--- src/rtl/serial_word_feeder.sv ---
// serial_word_feeder: parallel-to-serial front end for the serial pattern detector.
// Accepts WIDTH-bit words on a valid/ready handshake and shifts them out MSB first,
// one bit per clock, with the line held at 0 whenever no bit is being presented.
// Optional feature macro: SERIAL_FEEDER_PARITY_EN appends an even-parity bit per word.
module serial_word_feeder #(
  parameter int WIDTH = 8
) (
  input  logic             clock,
  input  logic             reset_n,
  input  logic [WIDTH-1:0] word_in,
  input  logic             word_valid,
  output logic             word_ready,
  input  logic             abort,
  output logic             serial_out,
  output logic             serial_valid,
  output logic             busy
);

  localparam int CNT_W = $clog2(WIDTH);

`ifdef SERIAL_FEEDER_PARITY_EN
  typedef enum logic [1:0] {IDLE, SHIFT, PARITY} state_t;
`else
  typedef enum logic [1:0] {IDLE, SHIFT} state_t;
`endif

  state_t           state;
  // Bits of the current word not yet on the line, MSB-aligned; the MSB goes
  // straight to serial_out on accept, so only the remainder is stored here.
  logic [WIDTH-1:0] shreg;
  logic [CNT_W-1:0] bit_cnt;
  logic             last_bit;
  logic             accept;
`ifdef SERIAL_FEEDER_PARITY_EN
  logic             par;
`endif

  assign busy     = (state != IDLE);
  assign last_bit = (bit_cnt == CNT_W'(WIDTH - 1));
  // Abort takes priority over a handshake while a word is in flight.
  assign accept   = word_valid & word_ready & ~(abort & busy);

  // Ready decodes from state: idle, or the cycle whose successor can be a new MSB.
  always_comb begin
    word_ready = 1'b0;
    case (state)
      IDLE:   word_ready = 1'b1;
`ifdef SERIAL_FEEDER_PARITY_EN
      SHIFT:  word_ready = 1'b0;
      PARITY: word_ready = 1'b1;
`else
      SHIFT:  word_ready = last_bit;
`endif
      default: word_ready = 1'b0;
    endcase
  end

  // Serializer FSM with registered line outputs.
  always_ff @(posedge clock or negedge reset_n) begin
    if (!reset_n) begin
      state        <= IDLE;
      shreg        <= '0;
      bit_cnt      <= '0;
      serial_out   <= 1'b0;
      serial_valid <= 1'b0;
`ifdef SERIAL_FEEDER_PARITY_EN
      par          <= 1'b0;
`endif
    end else if (abort && busy) begin
      state        <= IDLE;
      bit_cnt      <= '0;
      serial_out   <= 1'b0;
      serial_valid <= 1'b0;
    end else if (accept) begin
      state        <= SHIFT;
      shreg        <= {word_in[WIDTH-2:0], 1'b0};
      bit_cnt      <= '0;
      serial_out   <= word_in[WIDTH-1];
      serial_valid <= 1'b1;
`ifdef SERIAL_FEEDER_PARITY_EN
      par          <= ^word_in;
`endif
    end else begin
      case (state)
        SHIFT: begin
          if (!last_bit) begin
            shreg      <= {shreg[WIDTH-2:0], 1'b0};
            serial_out <= shreg[WIDTH-1];
            bit_cnt    <= bit_cnt + CNT_W'(1);
          end else begin
`ifdef SERIAL_FEEDER_PARITY_EN
            state        <= PARITY;
            serial_out   <= par;
`else
            state        <= IDLE;
            bit_cnt      <= '0;
            serial_out   <= 1'b0;
            serial_valid <= 1'b0;
`endif
          end
        end
`ifdef SERIAL_FEEDER_PARITY_EN
        PARITY: begin
          state        <= IDLE;
          bit_cnt      <= '0;
          serial_out   <= 1'b0;
          serial_valid <= 1'b0;
        end
`endif
        default: begin
          serial_out   <= 1'b0;
          serial_valid <= 1'b0;
        end
      endcase
    end
  end

endmodule

--- config.mk ---
export PLATFORM = sky130hd
export DESIGN_NAME = serial_word_feeder
export DESIGN_NICKNAME = d
export VERILOG_FILES = /design/src/rtl/serial_word_feeder.sv
export SDC_FILE = /design/constraint.sdc
export NUM_CORES = 1
export LEC_CHECK = 0
export ABC_AREA = 0
export BUFFER_PORTS_ARGS = -buffer_cell sky130_fd_sc_hd__buf_2
export CORE_MARGIN = 5
export CORE_UTILIZATION = 50
export CTS_BUF_LIST = sky130_fd_sc_hd__clkbuf_16
export DETAILED_ROUTE_END_ITERATION = 6
export GPL_ROUTABILITY_DRIVEN = 0
export PLACE_DENSITY = 0.73
export REMOVE_ABC_BUFFERS = 1
export SKIP_CTS_REPAIR_TIMING = 1
export SYNTH_ARGS = -nofsm -noshare
export SYNTH_HDL_FRONTEND = slang
export SYNTH_SLANG_ARGS = --single-unit
--- constraint.sdc ---
create_clock -name clock -period 1.7 [get_ports clock]
set_clock_uncertainty 0.05 [all_clocks]
set_input_delay 0.255 -clock clock [delete_from_list [all_inputs] [get_ports clock]]
set_output_delay 0.255 -clock clock [all_outputs]
set_load 0.02 [all_outputs]
# Yosys cells after proc, flatten, opt, wreduce, memory -nomap -nowiden
# Index checks and enable logic that the tools add are counted.
[word_totals]
register_bits = 15
latch_bits = 0
mem_bits_rw = 0
rom_bits = 0
input_bits = 12
out_inout_bits = 4
wordCells = 43
n_memories = 0
[classes]
addsub = 1
n_mul = 0
div = 0
magnitude_cmp = 0
n_eq_ne = 4
shift = 0
mux = 20
bitwise = 5
reduce_logical = 8
[op_table]
columns = ["cell", "count"]
rows = [
  ["8-bit 2-to-1 mux", 3],
  ["3-bit 2-to-1 mux", 4],
  ["1-bit 2-to-1 mux", 8],
  ["2-bit 2-to-1 mux", 4],
  ["3-bit nonzero test", 2],
  ["4-bit inequality test, second input constant", 1],
  ["2-bit nonzero test", 2],
  ["3-bit by 1-bit adder with 3-bit output, second input constant", 1],
  ["1-bit bitwise AND", 3],
  ["3-bit == test, second input constant", 1],
  ["3-bit AND reduction", 1],
  ["2-bit by 1-bit == test with 1-bit output, second input constant", 1],
  ["2-bit logical NOT", 1],
  ["2-bit by 1-bit inequality test with 1-bit output, second input constant", 1],
  ["1-bit NOT", 2],
  ["1-bit case mux with 2 select lines", 1],
  ["2-bit AND reduction", 1],
  ["1-bit logical AND", 1],
]

# Logic depth before layout (Yosys ltp)
# Gate-level depths: netlist of run 1.
[logic_depth]
word_depth = 6
depth_mapped = 6
depth_no_buf = 5

# Worst setup path before layout of run 1
# OpenSTA, ideal clock, no wires.
[synth_path]
path_type = "register -> register"
startpoint = "reg bit_cnt[0]"
endpoint = "reg shreg[2]"
setup_time_ps = 65
arrival_ps = 1385
required_time_ps = 1585
path_slack_ps = 200
stages_incl_launch_ff = 7
path_buffers = 1
synth_period_minus_slack_ps = 1500
path_cell_list = "dfrtp_1 ha_1 ha_1 buf_4 nand2b_4 nand2b_2 o221a_2"
[synth_via]
elab_chain_len = 6
word_cells_on_any_way = 8
cone_classes = "eq/ne (2); mux (2); bitwise (2); reduce/logical (2)"
[synth_rtl]
columns = ["item", "line", "rtl"]
rows = [
  ["start, declared", "31", "logic [CNT_W-1:0] bit_cnt;"],
  ["start signal, assigned", "89", "bit_cnt <= bit_cnt + CNT_W'(1);"],
  ["3-bit == test *", "39", "assign last_bit = (bit_cnt == CNT_W'(WIDTH - 1));"],
  ["1-bit case mux with 2 select lines *", "46", "case (state)"],
  ["net word_ready", "12", "output logic word_ready,"],
  ["1-bit bitwise AND * (2 in a row)", "41", "assign accept = word_valid & word_ready & ~(abort & busy);"],
  ["2-bit by 1-bit inequality test with 1-bit output (no source line) / 2-bit nonzero test (equally long branches)", "-", ""],
  ["3-bit AND reduction (no source line)", "-", ""],
  ["end signal, assigned", "76", "shreg <= {word_in[WIDTH-2:0], 1'b0};"],
  ["end signal, assigned", "87", "shreg <= {shreg[WIDTH-2:0], 1'b0};"],
  ["end, declared", "30", "logic [WIDTH-1:0] shreg;"],
]
# The timed path passes the listed nets; every way through them passes the cells marked *.
# A chain may end at the register's enable or synchronous reset.

# Worst setup path after layout of run 1
[layout_path]
startpoint = "reg bit_cnt[1]"
endpoint = "out word_ready"
[layout_via]
elab_chain_len = 2
[layout_rtl]
columns = ["item", "line"]
rows = [
  ["3-bit == test", "39"],
  ["1-bit case mux with 2 select lines", "46"],
  ["end, declared", "12"],
]
# Every way passes these cells.

==> summary.md, run 1 <==
| Metric | Value |
|---|---|
| Placement Setup Slack | `0.1209 ns` |
| DR WL/cell | `~14 um` |
| Diodes inserted | `0` |
| Global-route wire length before repair | `2435 um` |
| Largest stage delay, worst path | `approximately 0.4 ns` |
| Commonest non-fill, non-tap cell in the layout | `buf_2` |
| Critical path arrival | `about 1.3 ns` |
| Type of origin of the critical path | `flip-flop` |
| Layout cell share with drive strength beyond 1 | `around 43%` |
| Worst hold slack | `about 0.20 ns` |
| First drt pass iteration count | `4` |
| Post-synthesis adder-cell area fraction | `about 3.6%` |
| Final setup fails | `0` |
| Post-route DRC violation count | `0` |
| CTS tree | `done` |
| Vias | `566` |
| Post-layout nets | `approximately 100` |
| Final Cycle Share | `between 90% and 100%` |
| Worst-Margin Slew | `0.3575 ns` |
| Final Critical Period | `roughly 1.6 ns` |
| Xor/xnor cell area share of the yosys netlist | `0%` |
| Placed cells | `93` |
| CP max FO | `5` |
| Ys async rst share | `between 90% and 100%` |
| Most frequent cells in the layout | `buf_2 (14), dfrtp_1 (13), nor3_1 (7)` |
| Root Driver | `clkbuf_16` |
| Power Dens Cells | `about 1200 nW/um^2` |
| Worst rel slew slack | `76.16%` |
| Synthesized-area fraction occupied by and/or/nand/nor cells | `16.40%` |
| Clock buffer depth | `2` |
| WP data required | `between 1 and 1.5 ns` |
| Port buffer count | `15` |
| Largest net degree at the start of global routing | `14` |
| FP Rows | `13` |
| Mapped cell area | `between 700 and 800 um^2` |
| Total CTS buffers | `3` |
| Die H | `between 40 and 50 um` |
| Critical path type | `flip-flop to output port` |
| Max Fclk | `roughly 630 MHz` |
| Worst VDD drop | `around 0.0008 V` |
| DIE AREA | `between 2000 and 2500 um^2` |
| Mux share of post-synthesis cell area | `roughly 1.4%` |
| Cell breakdown of the critical path | `ha_2 > ha_4 > nand2b_4 > buf_6` |
| Status | `completed` |
| Max-cap check violation count | `0` |
| Synth Area per Inst | `approximately 11 um^2` |
| Post-synth top flop | `dfrtp_1` |
| Seq/Total Area, Yosys | `a little under half` |
| Global Route Usage Sum | `between 10% and 20%` |
| Non-Filler Instances | `between 90 and 100` |
| Vias in the first global route | `~570` |
| IO Count | `16` |
| Filler instances | `96` |
| Clk slew on worst S/H paths | `0.05 ns` |
| Synthesis Warnings | `0` |
| Largest family of logic cells by synthesized area | `compound AO/OA/AOI/OAI gates` |
| Fin. Hold Viols | `0` |
| Static leakage | `0.4031 nW` |
| Crit path max-delay family | `flip-flops` |
| Max-slew violations | `0` |
| GR Overflow Total | `0` |
| CP endpoint kind | `output port` |
| RSZ-0062 raised after global routing | `false` |
| DRT iter0 DRCs | `10` |
| WP buf/inv | `1` |
| Total core area | `~1300 um^2` |
| Setup ws final | `0.1099 ns` |
| Synthesis-to-layout area growth | `29.06%` |
| Synthesized flop and latch total | `13` |
| Clk Latency, worst-skew pair | `between 0.2 and 0.25 ns` |
| # clock sinks | `13` |
| Post-Syn Instances | `63` |
| Via density per instance | `a little under 6` |
| Routed Antenna Nets | `0` |
| Starting Density | `a little over half` |
| Initial antenna violation count | `0` |
| Number of flops mapped to enable cells by yosys | `0` |
| Synth cell types | `24` |
| Worst min path class | `input pin to flip-flop` |
| Final WL | `1395 um` |
| H-tree Lvls | `1` |
| Worst path slowest cell | `dfrtp_1` |
| Post-synthesis compound-gate area fraction | `about a quarter` |
| Die extent in x | `around 47 um` |
-- tightest hold or removal path, delay by kind of cell --
family,cells,cell delay [ns]
buffers and inverters,2,0.15
AO/OA/AOI/OAI,1,0.05
-- layout make-up --
cell class | count | area [um^2] | share of cell area (%)
Tap cell | 15 | 18.77 | 2.072
Sequential cell | 13 | 325.3 | 35.91
Clock inverter | 1 | 5.005 | 0.5525
Inverter | 2 | 7.507 | 0.8287
Multi-Input combinational cell | 44 | 352.8 | 38.95
Clock buffer | 3 | 75.07 | 8.287
Timing Repair Buffer | 20 | 121.4 | 13.40
-- synth_stat cells (2+ instances only) --
cell | count | area (um^2)
nor2_1 | 3 | 11.26
dfrtp_1 | 13 | 325.3
nor2b_1 | 6 | 37.54
buf_4 | 2 | 15.01
o21ai_0 | 6 | 30.03
a21oi_1 | 2 | 10.01
o221a_2 | 6 | 67.56
a32o_1 | 2 | 20.02
nor3_1 | 7 | 35.03
ha_1 | 2 | 25.02
-- layer usage --
metal  wire length [um]  up-vias  track usage [%]
li1                   -      278                -
met1                658      269            22.12
met2                636       17            22.73
met3                 89        2            3.383
met4                 10        0            8.287
met5                  0        -                0
-- where the power goes --
part / internal, mW / leakage, nW / switching (mW)
clock network: 0.313 / 0.0409 / 0.128
registers: 0.371 / 0.154 / 0.0533
logic: 0.122 / 0.208 / 0.108
total: 0.806 / 0.403 / 0.289
-- flip-flops by register name, indices dropped and copies added, names as in the netlist --
register	count
bit_cnt	3
serial_out	1
serial_valid	1
shreg	7
state	1
-- through the flow --
stage	util (%)	cell area (um^2)	power (mW)	TNS, ns
after CTS	66.38	874.6	1.089	-0.1018
after global placement	60.30	794.5	0.6340	0
final	68.76	905.9	1.095	0
after detailed placement	60.30	794.5	0.6434	0
after global routing	68.76	905.9	1.159	0
after floorplan	-	670.6	0.5617	0
-- final timing paths --
check | from | to | slack, ns | depth (start not counted)
max | bit_cnt[1]$_DFFE_PN0P_ | word_ready | 0.11 | 4
min | word_in[7] | serial_out$_DFF_PN0_ | 0.20 | 3
max reg2reg | bit_cnt[1]$_DFFE_PN0P_ | serial_valid$_DFFE_PN0P_ | 0.15 | 5
min reg2reg | serial_valid$_DFFE_PN0P_ | serial_valid$_DFFE_PN0P_ | 0.42 | 1
max in group asynchronous | reset_n | shreg[1]$_DFFE_PN0P_ | 0.99 | 2
min in group asynchronous | reset_n | shreg[6]$_DFFE_PN0P_ | 0.38 | 2
-- cell families after synthesis --
| kind of cell | after synthesis |
|---|---|
| adder cells (fa/ha/maj) | 2 |
| multiplexers | 1 |
| AND/OR/NAND/NOR | 19 |
| buffers and inverters | 6 |
| AO/OA/AOI/OAI | 22 |
| flip-flops | 13 |
No activity file was read; power rests on OpenSTA's default activity.
==> run 2: changes to the inputs <==
SETUP_SLACK_MARGIN = 0.4   (was unset)
==> run 2 against run 1 <==
Maximum frequency shrank 5.3%. Worst hold slack gained 0.017 ns. Routed wire length grew 34%. Global-route usage is the same. Clock-buffer cell count is the same. Register-to-register slack lost 0.05 ns.
==> summary.md, run 2 (same netlist as run 1, synthesis figures left out) <==
| Metric | Value |
|---|---|
| Max-slew violations | `0` |
| Synthesis-to-layout area growth | `56.15%` |
| Max-cap check violation count | `0` |
| DR WL/cell | `18.02 um` |
| Final Cycle Share | `98.82%` |
| Via density per instance | `6.029` |
| WP buf/inv | `2` |
| Most frequent cells in the layout | `buf_2 (14), dfrtp_1 (12)` |
| Power Dens Cells | `1126 nW/um^2` |
| Status | `completed` |
| Total CTS buffers | `3` |
| Met2 Use GR | `between 20% and 30%` |
| Clk slew on worst S/H paths | `0.05 ns` |
| Worst VDD drop | `between 0.0007 and 0.0008 V` |
| Largest stage delay, worst path | `0.42 ns` |
| GR Util met1 | `around 22%` |
| Cell breakdown of the critical path | `ha_4 > ha_4 > buf_6 > nand2b_4 > buf_6` |
| Global-route wire length before repair | `2435 um` |
| CTS tree | `done` |
| Crit path max-delay family | `flip-flops` |
| Final setup fails | `0` |
| Commonest non-fill, non-tap cell in the layout | `buf_2` |
| Reg2Reg Setup Slack | `~0.1 ns` |
| Root Driver | `clkbuf_16` |
| Fin. Hold Viols | `0` |
| FP Rows | `13` |
| Non-Filler Instances | `between 100 and 150` |
| Post-route DRC violation count | `0` |
| GR peak layer | `met2` |
| Diodes inserted | `0` |
| Global Route Usage Sum | `15.79%` |
| Type of origin of the critical path | `flip-flop` |
| Max Fclk | `around 600 MHz` |
| H-tree Lvls | `1` |
| Worst min path class | `input pin to flip-flop` |
| First drt pass iteration count | `4` |
| IO Count | `16` |
| Layout cell share with drive strength beyond 1 | `between 50% and 60%` |
| Final WL | `approximately 1900 um` |
| Worst path slowest cell | `dfrtp_1` |
| Routed Antenna Nets | `0` |
| Worst hold slack | `between 0.2 and 0.25 ns` |
| Die H | `between 40 and 50 um` |
| Placed cells | `93` |
| Finished Core Util | `between 80% and 90%` |
| Critical path type | `flip-flop to output port` |
| Static leakage | `0.4710 nW` |
| Worst rel slew slack | `79.74%` |
| Clock buffer depth | `2` |
| # clock sinks | `13` |
| Clk Latency, worst-skew pair | `0.24 ns` |
| Largest register FFs | `7` |
| GR Overflow Total | `0` |
| DIE AREA | `2253 um^2` |
| Starting Density | `between 50% and 60%` |
| Biggest register | `shreg` |
| Largest net degree at the start of global routing | `14` |
| CP max FO | `3` |
| Worst-Margin Slew | `roughly 0.30 ns` |
| Post-layout nets | `104` |
| Initial antenna violation count | `0` |
| Port buffer count | `15` |
| Critical path arrival | `between 1 and 1.5 ns` |
| Die extent in x | `between 40 and 50 um` |
| Final Critical Period | `about 1.7 ns` |
| GR Util met3 | `around 3.4%` |
| Fin Setup TNS | `0 ns` |
| DRT iter0 DRCs | `20` |
| CP endpoint kind | `output port` |
| Vias | `627` |
| Total core area | `1318 um^2` |
| Top Registers | `shreg x7, bit_cnt x3` |
| WP data required | `roughly 1.4 ns` |
| Vias in the first global route | `around 570` |
| RSZ-0062 raised after global routing | `true` |
-- run 2: cell count changes in the layout (fill, tap and decap cells not counted), moves of 2 or more --
cell	change
buf_12	+2
buf_4	+2
buf_6	+2
o221a_2	-6
o221a_4	+6
-- run 2: report_power, final --
part	switching [mW]	internal, mW
Sequential	0.0654	0.372
Combinational	0.154	0.199
Clock	0.131	0.313
Total	0.350	0.883
-- run 2: worst paths after layout --
check | to | from | cells after the start
min in group asynchronous | shreg[5]$_DFFE_PN0P_ | reset_n | 2
max reg2reg | shreg[6]$_DFFE_PN0P_ | bit_cnt[1]$_DFFE_PN0P_ | 6
max | word_ready | bit_cnt[1]$_DFFE_PN0P_ | 5
min | serial_out$_DFF_PN0_ | word_in[7] | 3
max in group asynchronous | state[0]$_DFFE_PN0P_ | reset_n | 2
min reg2reg | serial_valid$_DFFE_PN0P_ | serial_valid$_DFFE_PN0P_ | 1
-- run 2: tightest hold or removal path, delay by kind of cell --
kind / cells / cell delay, ns
buffers and inverters: 2 / 0.16
AOI/OAI and AO/OA: 1 / 0.06
-- run 2: area by class of cell --
| type | instances | area, um^2 |
|---|---|---|
| clock buffers | 3 | 75.07 |
| clock inverters | 1 | 5.005 |
| fillers | 66 | 221.5 |
| inverters | 2 | 7.507 |
| multi-input cells | 44 | 464.2 |
| flip-flops and latches | 13 | 326.6 |
| well taps | 15 | 18.77 |
| repair buffers | 26 | 198.9 |
-- run 2: metrics by stage --
stage / cell area, um^2 / setup WS (ns) / power (mW)
2_1_floorplan: 670.6 / 0.1039 / 0.5617
3_3_place_gp: 794.5 / 0.1430 / 0.6340
3_5_place_dp: 794.5 / 0.1209 / 0.6434
4_1_cts: 874.6 / -0.1018 / 1.089
5_1_grt: 1096 / -0.01928 / 1.292
6_report: 1096 / 0.02009 / 1.234
-- run 2: layer usage --
metal / vias to the layer above / wire length (um) / share of wire [%]
met2: 25 / 911 / 49
met3: 4 / 74 / 3.9
met4: 0 / 27 / 1.4
met1: 308 / 861 / 46
met5: - / 0 / 0
li1: 290 / - / -
